**src/rtl/adc_capture_trigger.sv**
```systemverilog
// ADC capture front end: registers raw samples, decimates them, detects the trigger
// and drives the write side of the pre-trigger FIFO until the post-trigger count is met.
module adc_capture_trigger #(
  parameter int ADC_WIDTH   = 10,
  parameter int DECIM_WIDTH = 16,
  parameter int CNT_WIDTH   = 32
) (
  input  logic                   wr_clk,
  input  logic                   rst,
  input  logic [ADC_WIDTH-1:0]   adc_data,
  input  logic                   arm,
  input  logic [1:0]             trig_mode,
  input  logic [ADC_WIDTH-1:0]   trig_level,
  input  logic                   ext_trigger,
  input  logic [DECIM_WIDTH-1:0] decimate,
  input  logic [CNT_WIDTH-1:0]   post_samples,
  input  logic                   fifo_full,
  output logic [ADC_WIDTH-1:0]   wr_data,
  output logic                   wr_ce,
  output logic                   wr_trigger,
  output logic                   armed,
  output logic                   capturing,
  output logic                   capture_done,
  output logic                   overflow
);

  localparam logic [1:0] S_IDLE    = 2'd0;
  localparam logic [1:0] S_ARMED   = 2'd1;
  localparam logic [1:0] S_CAPTURE = 2'd2;
  localparam logic [1:0] S_DONE    = 2'd3;

  logic [1:0]             state;
  logic [1:0]             state_nxt;
  logic [ADC_WIDTH-1:0]   adc_q;
  logic [ADC_WIDTH-1:0]   prev;
  logic                   prev_valid;
  logic [DECIM_WIDTH-1:0] dcnt;
  logic [CNT_WIDTH-1:0]   pcnt;
  logic [CNT_WIDTH-1:0]   pcnt_nxt;
  logic [CNT_WIDTH-1:0]   pcnt_inc;
  logic [CNT_WIDTH-1:0]   post_eff;
  logic                   tick;
  logic                   trig_hit;
  logic                   wr_en;
  logic                   trig_en;
  logic                   ovf_set;

  function automatic logic [CNT_WIDTH-1:0] sat_inc(input logic [CNT_WIDTH-1:0] v);
    return (v == '1) ? v : v + CNT_WIDTH'(1);
  endfunction

  always_comb begin
    tick     = (dcnt == '0);
    post_eff = (post_samples == '0) ? CNT_WIDTH'(1) : post_samples;
    pcnt_inc = sat_inc(pcnt);

    // Mode 3 fires on the first tick after arm, which is exactly when prev is not yet valid.
    case (trig_mode)
      2'd0:    trig_hit = prev_valid && (prev < trig_level) && (adc_q >= trig_level);
      2'd1:    trig_hit = prev_valid && (prev > trig_level) && (adc_q <= trig_level);
      2'd2:    trig_hit = ext_trigger;
      default: trig_hit = !prev_valid;
    endcase

    state_nxt = state;
    pcnt_nxt  = pcnt;
    wr_en     = 1'b0;
    trig_en   = 1'b0;
    ovf_set   = 1'b0;

    if (arm) begin
      state_nxt = S_ARMED;
      pcnt_nxt  = '0;
    end else if (tick) begin
      case (state)
        S_ARMED: begin
          if (!fifo_full) begin
            wr_en = 1'b1;
            if (trig_hit) begin
              trig_en   = 1'b1;
              pcnt_nxt  = CNT_WIDTH'(1);
              state_nxt = (post_eff <= CNT_WIDTH'(1)) ? S_DONE : S_CAPTURE;
            end
          end
        end
        S_CAPTURE: begin
          if (fifo_full) begin
            ovf_set   = 1'b1;
            state_nxt = S_DONE;
          end else begin
            wr_en    = 1'b1;
            pcnt_nxt = pcnt_inc;
            if (pcnt_inc >= post_eff) state_nxt = S_DONE;
          end
        end
        default: ;
      endcase
    end
  end

  // Control and output register stage
  always_ff @(posedge wr_clk) begin
    if (rst) begin
      state        <= S_IDLE;
      dcnt         <= '0;
      prev_valid   <= 1'b0;
      pcnt         <= '0;
      wr_data      <= '0;
      wr_ce        <= 1'b0;
      wr_trigger   <= 1'b0;
      armed        <= 1'b0;
      capturing    <= 1'b0;
      capture_done <= 1'b0;
      overflow     <= 1'b0;
    end else begin
      state <= state_nxt;
      pcnt  <= pcnt_nxt;

      if (arm || dcnt >= decimate) dcnt <= '0;
      else                         dcnt <= dcnt + DECIM_WIDTH'(1);

      if (arm)       prev_valid <= 1'b0;
      else if (tick) prev_valid <= 1'b1;

      wr_ce      <= wr_en;
      wr_trigger <= trig_en;
      if (wr_en) wr_data <= adc_q;

      armed        <= (state_nxt == S_ARMED);
      capturing    <= (state_nxt == S_CAPTURE);
      capture_done <= (state_nxt == S_DONE);

      if (arm)          overflow <= 1'b0;
      else if (ovf_set) overflow <= 1'b1;
    end
  end

  // Sample register stage
  always_ff @(posedge wr_clk) begin
    adc_q <= adc_data;
    if (tick && !arm) prev <= adc_q;
  end

endmodule
```
**config.mk**
```make
export PLATFORM = sky130hd
export DESIGN_NAME = adc_capture_trigger
export DESIGN_NICKNAME = d
export VERILOG_FILES = /design/src/rtl/adc_capture_trigger.sv
export SDC_FILE = /design/constraint.sdc
export NUM_CORES = 1
export LEC_CHECK = 0
export CORE_MARGIN = 2
export CORE_UTILIZATION = 55
export CTS_CLUSTER_SIZE = 12
export DETAILED_ROUTE_END_ITERATION = 8
export PLACE_DENSITY = 0.81
export SKIP_LAST_GASP = 1
export SLEW_MARGIN = 15
export SYNTH_ARGS = -nofsm -noshare
export SYNTH_HDL_FRONTEND = slang
export SYNTH_SLANG_ARGS = --single-unit
```
**constraint.sdc**
```tcl
create_clock -name wr_clk -period 4.1 [get_ports wr_clk]
set_input_delay 1.025 -clock wr_clk [delete_from_list [all_inputs] [get_ports wr_clk]]
set_output_delay 1.025 -clock wr_clk [all_outputs]
set_load 0.02 [all_outputs]
```
==> run_results.csv <==
group,metric,value,unit
run_status,outcome,"finished clean",
worst_hold_path,min_path_type,"flop to flop",
sta,slew_headroom,40.67,%
sta,setup_tns,0,ns
final_layout,nNetsFinal,1005,
logic_synthesis,synthTopCellsByArea,"dfxtp_1, ha_1, edfxtp_1",
worst_setup_path,critPathBufInv,2,
logic_synthesis,synthTopCellsByCount,"dfxtp_1, inv_1, ha_1",
detailed_routing,vias_per_cell,5.791,
detailed_routing,ant_nets,0,
logic_synthesis,ys_seq_area_share,31.81,%
clock_tree,cts.sinks,87,
logic_synthesis,synth_warnings,0,
die,die_w,106.6,um
sta,setup_viol,0,
clock_tree,tritoncts,"yes",
clock_tree,clkSlewWorstSetupHoldPaths,0.10,ns
die,num_io_pins,91,
detailed_routing,wire_per_inst,16.05,um
clock_tree,cts_buffers,9,
worst_setup_path,cp.depth,14,
placement,place_inst,978,
detailed_routing,firstDrtPassIters,4,
final_layout,drive_gt1_share,14.52,%
placement,portBuffers,90,
worst_setup_path,crit_slowest_cell,"nor4_1",
worst_setup_path,rrSetupSlack,0.20,ns
final_layout,fillCellCount,739,
detailed_routing,wirelength,16.00,mm
final_layout,syn_to_final_growth,32.33,%
logic_synthesis,synth_area,5789,um2
worst_setup_path,cpLargestDelayFamily,"compound AO/OA/AOI/OAI gates",
clock_tree,htree_levels,3,
sta,clock.fmax,252.0,MHz
sta,holdWs,0.4739,ns
worst_hold_path,hp-start,"dcnt[0]",
power_and_ir_drop,peakVddDrop,0.1910,mV
worst_setup_path,critical_path.startpoint,"post_samples[24]",
die,core_area,10280,um2
logic_synthesis,ys_types,53,
logic_synthesis,yosysMostFrequentCell,"dfxtp_1",
sta,min_period,3.969,ns
logic_synthesis,ys_seq_elements,87,
worst_setup_path,cp-end-kind,"flop",
power_and_ir_drop,power.density,233.6,nW/um2
logic_synthesis,synthFlopType,"dfxtp_1",
worst_setup_path,r2r_cells,16,
detailed_routing,drt_iter0_drc,314,
worst_setup_path,start_kind,"input port",
logic_synthesis,synthesis.nets,848,
worst_hold_path,min_path_cells,1,
worst_hold_path,hold_end,"dcnt[0]",
placement,place_congestion,0.9019,
final_layout,diodes,0,
global_routing,grt_usage,28.36,%
logic_synthesis,synth-async-reset-ratio,0,%
power_and_ir_drop,p_leak,3.304,nW
worst_setup_path,crit_fanout,3,
sta,finalClockSkew,0.01312,ns
clock_tree,max-clock-path-buffers,2,
placement,post-dp-hpwl,12.20,mm
global_routing,antenna_found_initial,0,
die,rows,37,
final_layout,fin_cells,997,
flow_run,maxCapViolations,0,
global_routing,gr-total-overflow,0,
worst_setup_path,worstPathRequired,4.35,ns
worst_setup_path,r2r_start,"pcnt[1]",
die,start_util,56.33,%
detailed_routing,drc,0,
clock_tree,cts-root-buf,"clkbuf_8",
die,fp.dieH,106.6,um
clock_tree,clk_latency,0.37,ns
logic_synthesis,synth-edff-count,10,
global_routing,grt_pass1_vias,5862,
power_and_ir_drop,fin_total_pwr,0.001790,W
logic_synthesis,synth_top_area_share,26.63,%
worst_setup_path,worstPathCellList,"clkdlybuf4s50_1 > nor4_1 > buf_4 > nand4_1 > o21bai_1 > ha_1 > nand2b_1 > a21oi_1 > o21ai_0 > a2111o_1 > a2111oi_2 > o2bb2ai_2 > nor3_2 > nor2_1",
worst_setup_path,worstPathArrival,4.22,ns
sta,hold_viol,0,
logic_synthesis,synth_area_leader_cell,"dfxtp_1",
sta,tightest_slew,0.8867,ns
logic_synthesis,netlist_instances,699,
global_routing,grt_max_degree,31,
worst_setup_path,path_class,"input port to flop",
worst_setup_path,critPathMaxStageDelay,0.45,ns
worst_setup_path,regToRegEndpoint,"state[0]",
detailed_routing,vias,5774,
global_routing,grt_pass1_wl,26.34,mm
sta,min_period_over_period,96.79,%
logic_synthesis,syn_area_per_cell,8.282,um2
die,dieArea,11360,um2
sta,report.final.slew_viol_count,0,
-- routing by layer --
layer  vias to the layer above  wire length, um  track usage, %
met1                      2730             6630           33.42
met5                         -                0               0
li1                       2824                -               -
met4                         0              250           9.184
met2                       199             8083           51.05
met3                        21             1038           6.201
-- worst reg2reg max path, stage by stage, from the launching register on --
cell and delay, ns:
dfxtp_2 0.36, ha_1 0.17, nand3_1 0.11, or4_4 0.51
o311a_1 0.33, nand2b_1 0.12, nor2_1 0.07, xor2_1 0.15
ha_1 0.35, a21oi_1 0.18, nand2_1 0.11, a2111oi_4 0.34
o21ai_1 0.17, a2111oi_2 0.41, o2bb2ai_2 0.11, nor3_2 0.23
nor2_1 0.07
-- layout by cell type, fill, tap and decap left out, drive strengths merged, types with 4 or more instances in the layout --
| cell type | Yosys | routed |
|---|---|---|
| clkdlybuf4s50 | 0 | 90 |
| nand2b | 6 | 6 |
| and4 | 4 | 4 |
| edfxtp | 10 | 10 |
| o211ai | 10 | 10 |
| nor2b | 6 | 6 |
| mux2i | 10 | 10 |
| clkbuf | 18 | 10 |
| buf | 5 | 78 |
| nor2 | 48 | 48 |
| o22ai | 10 | 10 |
| ha | 74 | 74 |
| o21a | 4 | 4 |
| inv | 77 | 81 |
| dfxtp | 77 | 77 |
| o32ai | 4 | 4 |
| nand2 | 53 | 53 |
| a31oi | 4 | 4 |
| nor4 | 13 | 13 |
| xnor2 | 23 | 23 |
| a21o | 5 | 5 |
| o21ai | 28 | 28 |
| xor2 | 19 | 19 |
| or3 | 16 | 16 |
| nand4 | 23 | 23 |
| nand3 | 36 | 36 |
| a21oi | 43 | 43 |
| a211oi | 22 | 22 |
| or4 | 4 | 4 |
| nor3 | 15 | 15 |
| and3 | 7 | 7 |
-- cell type report --
cell class                      count  area (um2)  share of cell area [%]
Clock buffer                        9       123.9                   1.617
Clock inverter                      7       75.07                  0.9799
Inverter                           77       289.0                   3.773
Multi-Input combinational cell    512        3649                   47.62
Sequential cell                    87        1848                   24.12
Tap cell                          136       170.2                   2.221
Timing Repair Buffer              169        1506                   19.66
-- power breakdown --
part           total, W  internal, W  switching [W]
logic          0.000284     0.000149       0.000135
registers      0.000892     0.000880      0.0000118
clock network  0.000614     0.000241       0.000372
-- logic make-up (layout without fill, tap and decap cells) --
family / count (synthesis) / in the layout / share of synthesized area [%]
AOI/OAI and AO/OA: 146 / 146 / 15.99
adders and majority gates: 74 / 74 / 15.99
DFF: 87 / 87 / 31.81
and+or+nand+nor: 239 / 239 / 21.35
buffers and inverters: 100 / 262 / 6.570
muxes: 11 / 11 / 1.924
xor gates and xnor gates: 42 / 42 / 6.354
-- flip-flops by register name, indices dropped and copies added (netlist names) --
register	count
adc_q	10
armed	1
capture_done	1
capturing	1
dcnt	16
overflow	1
pcnt	32
prev	10
prev_valid	1
state	2
wr_ce	1
wr_data	10
wr_trigger	1
-- worst max path at each step --
| stage | slack [ns] | to |
|---|---|---|
| global route | -0.09 | state[0] |
| detailed placement | -0.34 | armed |
| CTS | 0.05 | capture_done |
| floorplan | 0.27 | armed |
| finish | 0.13 | state[0] |
| global placement | -0.18 | armed |
-- per-stage QoR --
step	setup slack, ns	instance area, um2	utilization [%]
6_report	0.1314	7661	74.54
5_1_grt	-0.09407	7661	74.54
4_1_cts	0.05223	7566	73.62
3_5_place_dp	-0.3380	7362	71.63
3_3_place_gp	-0.1812	7362	71.63
2_1_floorplan	0.2663	5789	-
-- repair_timing --
action	in CTS	in global routing
pin swaps	0	5
resized for setup	1	19
endpoints found under the setup margin	3	4
hold buffers	0	0
setup buffers	0	2
Power figures use the tool's default switching activity.
==> variant (config.mk and constraints unchanged) <==
The parameter `CNT_WIDTH` goes from 32 to 64.
--- a/src/rtl/adc_capture_trigger.sv
+++ b/src/rtl/adc_capture_trigger.sv
@@ -3,7 +3,7 @@
 module adc_capture_trigger #(
   parameter int ADC_WIDTH   = 10,
   parameter int DECIM_WIDTH = 16,
-  parameter int CNT_WIDTH   = 32
+  parameter int CNT_WIDTH   = 64
 ) (
   input  logic                   wr_clk,
   input  logic                   rst,
Ports: changed (resized post_samples); port bits go from 91 to 123. The function was not compared with the original's and may differ.
==> variant against the original RTL <==
The run now ends with setup timing left; clock power increased to 2.5 times the old value; worst setup slack worse by 0.44 ns; combinational power grew 60%; design area grew 64%; total power grew 81%; sequential cell count is 32 higher; synthesized area grew 51%; routed wire length is 89% higher; largest power group is now clock.
==> variant: results (changes against the original RTL) <==
Critical Path AT=4.76 ns (+0.54 ns); WL final=30.23 mm (+89%); synthesized net count=1299 (+53%); TNS Setup=-0.9780 ns (-0.9780 ns); reg2reg end=capture_done; initial antenna violation count=0 (unchanged); dpl hpwl=20.27 mm (+66%); deepest clock path buffer count=2 (unchanged); Final Hold Fails=0 (unchanged); share of cells above drive strength 1=0.2191 (+0.07395); met2 WL=14.43 mm (+79%); Hold Startpoint=adc_q[5]; number of H-tree levels=4 (+1); first-pass GRT wire length=46.53 mm (+77%); CP max stage cell=nor4_1; total track usage=0.3500 (+0.06642); outcome=finished, violations left; first-pass detailed-route iteration total=6 (+2); CTS Buf Count=17 (+8); top cells by count, synth=dfxtp_1, inv_1, ha_1; Worst Hold End=prev[5]; biggest registers after layout=pcnt: 64 flops, dcnt: 16 flops; worst r2r src=pcnt[61]; DRT iter0 DRCs=1206 (+280%); fin nets=1601 (+59%); largest net degree at the start of global routing=49 (+58%); worst min-delay path category=reg2reg; buffers added on ports=122 (+36%); worst setup path start=pcnt[61]; top_reg_cell synth=dfxtp_1; post-synthesis sequential area ratio=0.2832 (-0.03491); clock transition at the registers of the reported paths=0.07 ns (-0.03 ns); worst skew pair latency=0.45 ns (+0.08 ns); Top Layer Used=met4; CP top delay family=simple AND/OR/NAND/NOR gates; Clock Skew=0.01588 ns (+0.002760 ns); crit-path max FO=7 (+4); R2R depth=16 (unchanged); leakage power=5.696 nW (+72%); unique cell type count in the Yosys netlist=76 (+43%); slowest cell delay on critical path=0.72 ns (+0.27 ns); slew margin rel.=0.2711 (-0.1356); vias in the first global route=9691 (+65%); VDD IR-drop max=0.0003033 V (+59%); met3 WL=2.526 mm (+140%); synth top area cells=dfxtp_1, ha_1, a21oi_1; final setup fails=4 (+4); WL met1=11.15 mm (+68%); hold path cells=0 (-1); Vias=9847 (+71%); GP Congestion=0.9050 (+0.34%); Final WS setup=-0.3096 ns (-0.4410 ns); clk root buf=clkbuf_16; failing checks=setup timing
[variant: through the flow]
stage                     hold WS (ns)  cells  cell area, sq um  setup slack (ns)
after floorplan                 0.4299   1086              8765            0.1075
after global placement          0.4396   1569             11510           -0.3992
after detailed placement        0.4524   1569             11510           -0.5744
after CTS                       0.4682   1611             12420          0.003171
after global routing            0.4823   1617             12530           -0.3773
final                           0.4689   1617             12530           -0.3096
[variant: layer usage]
layer	global-route usage	vias up
met1	0.3805	4558
met4	0.2170	0
met5	0	-
li1	-	4505
met2	0.6156	584
met3	0.08241	200
[variant: report_power, final]
| part | internal, mW | leakage [nW] | switching (mW) | total (mW) |
|---|---|---|---|---|
| logic | 0.222 | 4.43 | 0.233 | 0.455 |
| registers | 1.21 | 0.980 | 0.0261 | 1.23 |
| clock network | 0.873 | 0.291 | 0.679 | 1.55 |
| total | 2.30 | 5.70 | 0.939 | 3.24 |
[variant: final cells by class]
cell class | instances | area [sq um]
clock buffers | 17 | 425.4
inverters | 110 | 412.9
clock inverters | 15 | 175.2
repair buffers | 320 | 2736
fillers | 953 | 3178
flip-flops and latches | 119 | 2490
multi-input cells | 820 | 6025
well taps | 216 | 270.3
[variant: logic make-up (layout without fill, tap and decap cells)]
kind of cell | Yosys count | count (layout) | share of synthesized area
compound gates | 238 | 238 | 0.1733
fa+ha+maj | 106 | 106 | 0.1513
mux | 11 | 11 | 0.01271
xor+xnor | 77 | 77 | 0.07780
simple gates | 388 | 388 | 0.2368
buf+inv | 147 | 462 | 0.06481
flops | 119 | 119 | 0.2832
[variant: repair_timing]
| action | in CTS | in global routing |
|---|---|---|
| pin swaps | 28 | 16 |
| gates resized for setup | 48 | 17 |
| setup endpoints to repair | 4 | 4 |
| cloned | 0 | 0 |
| buffers inserted | 10 | 6 |
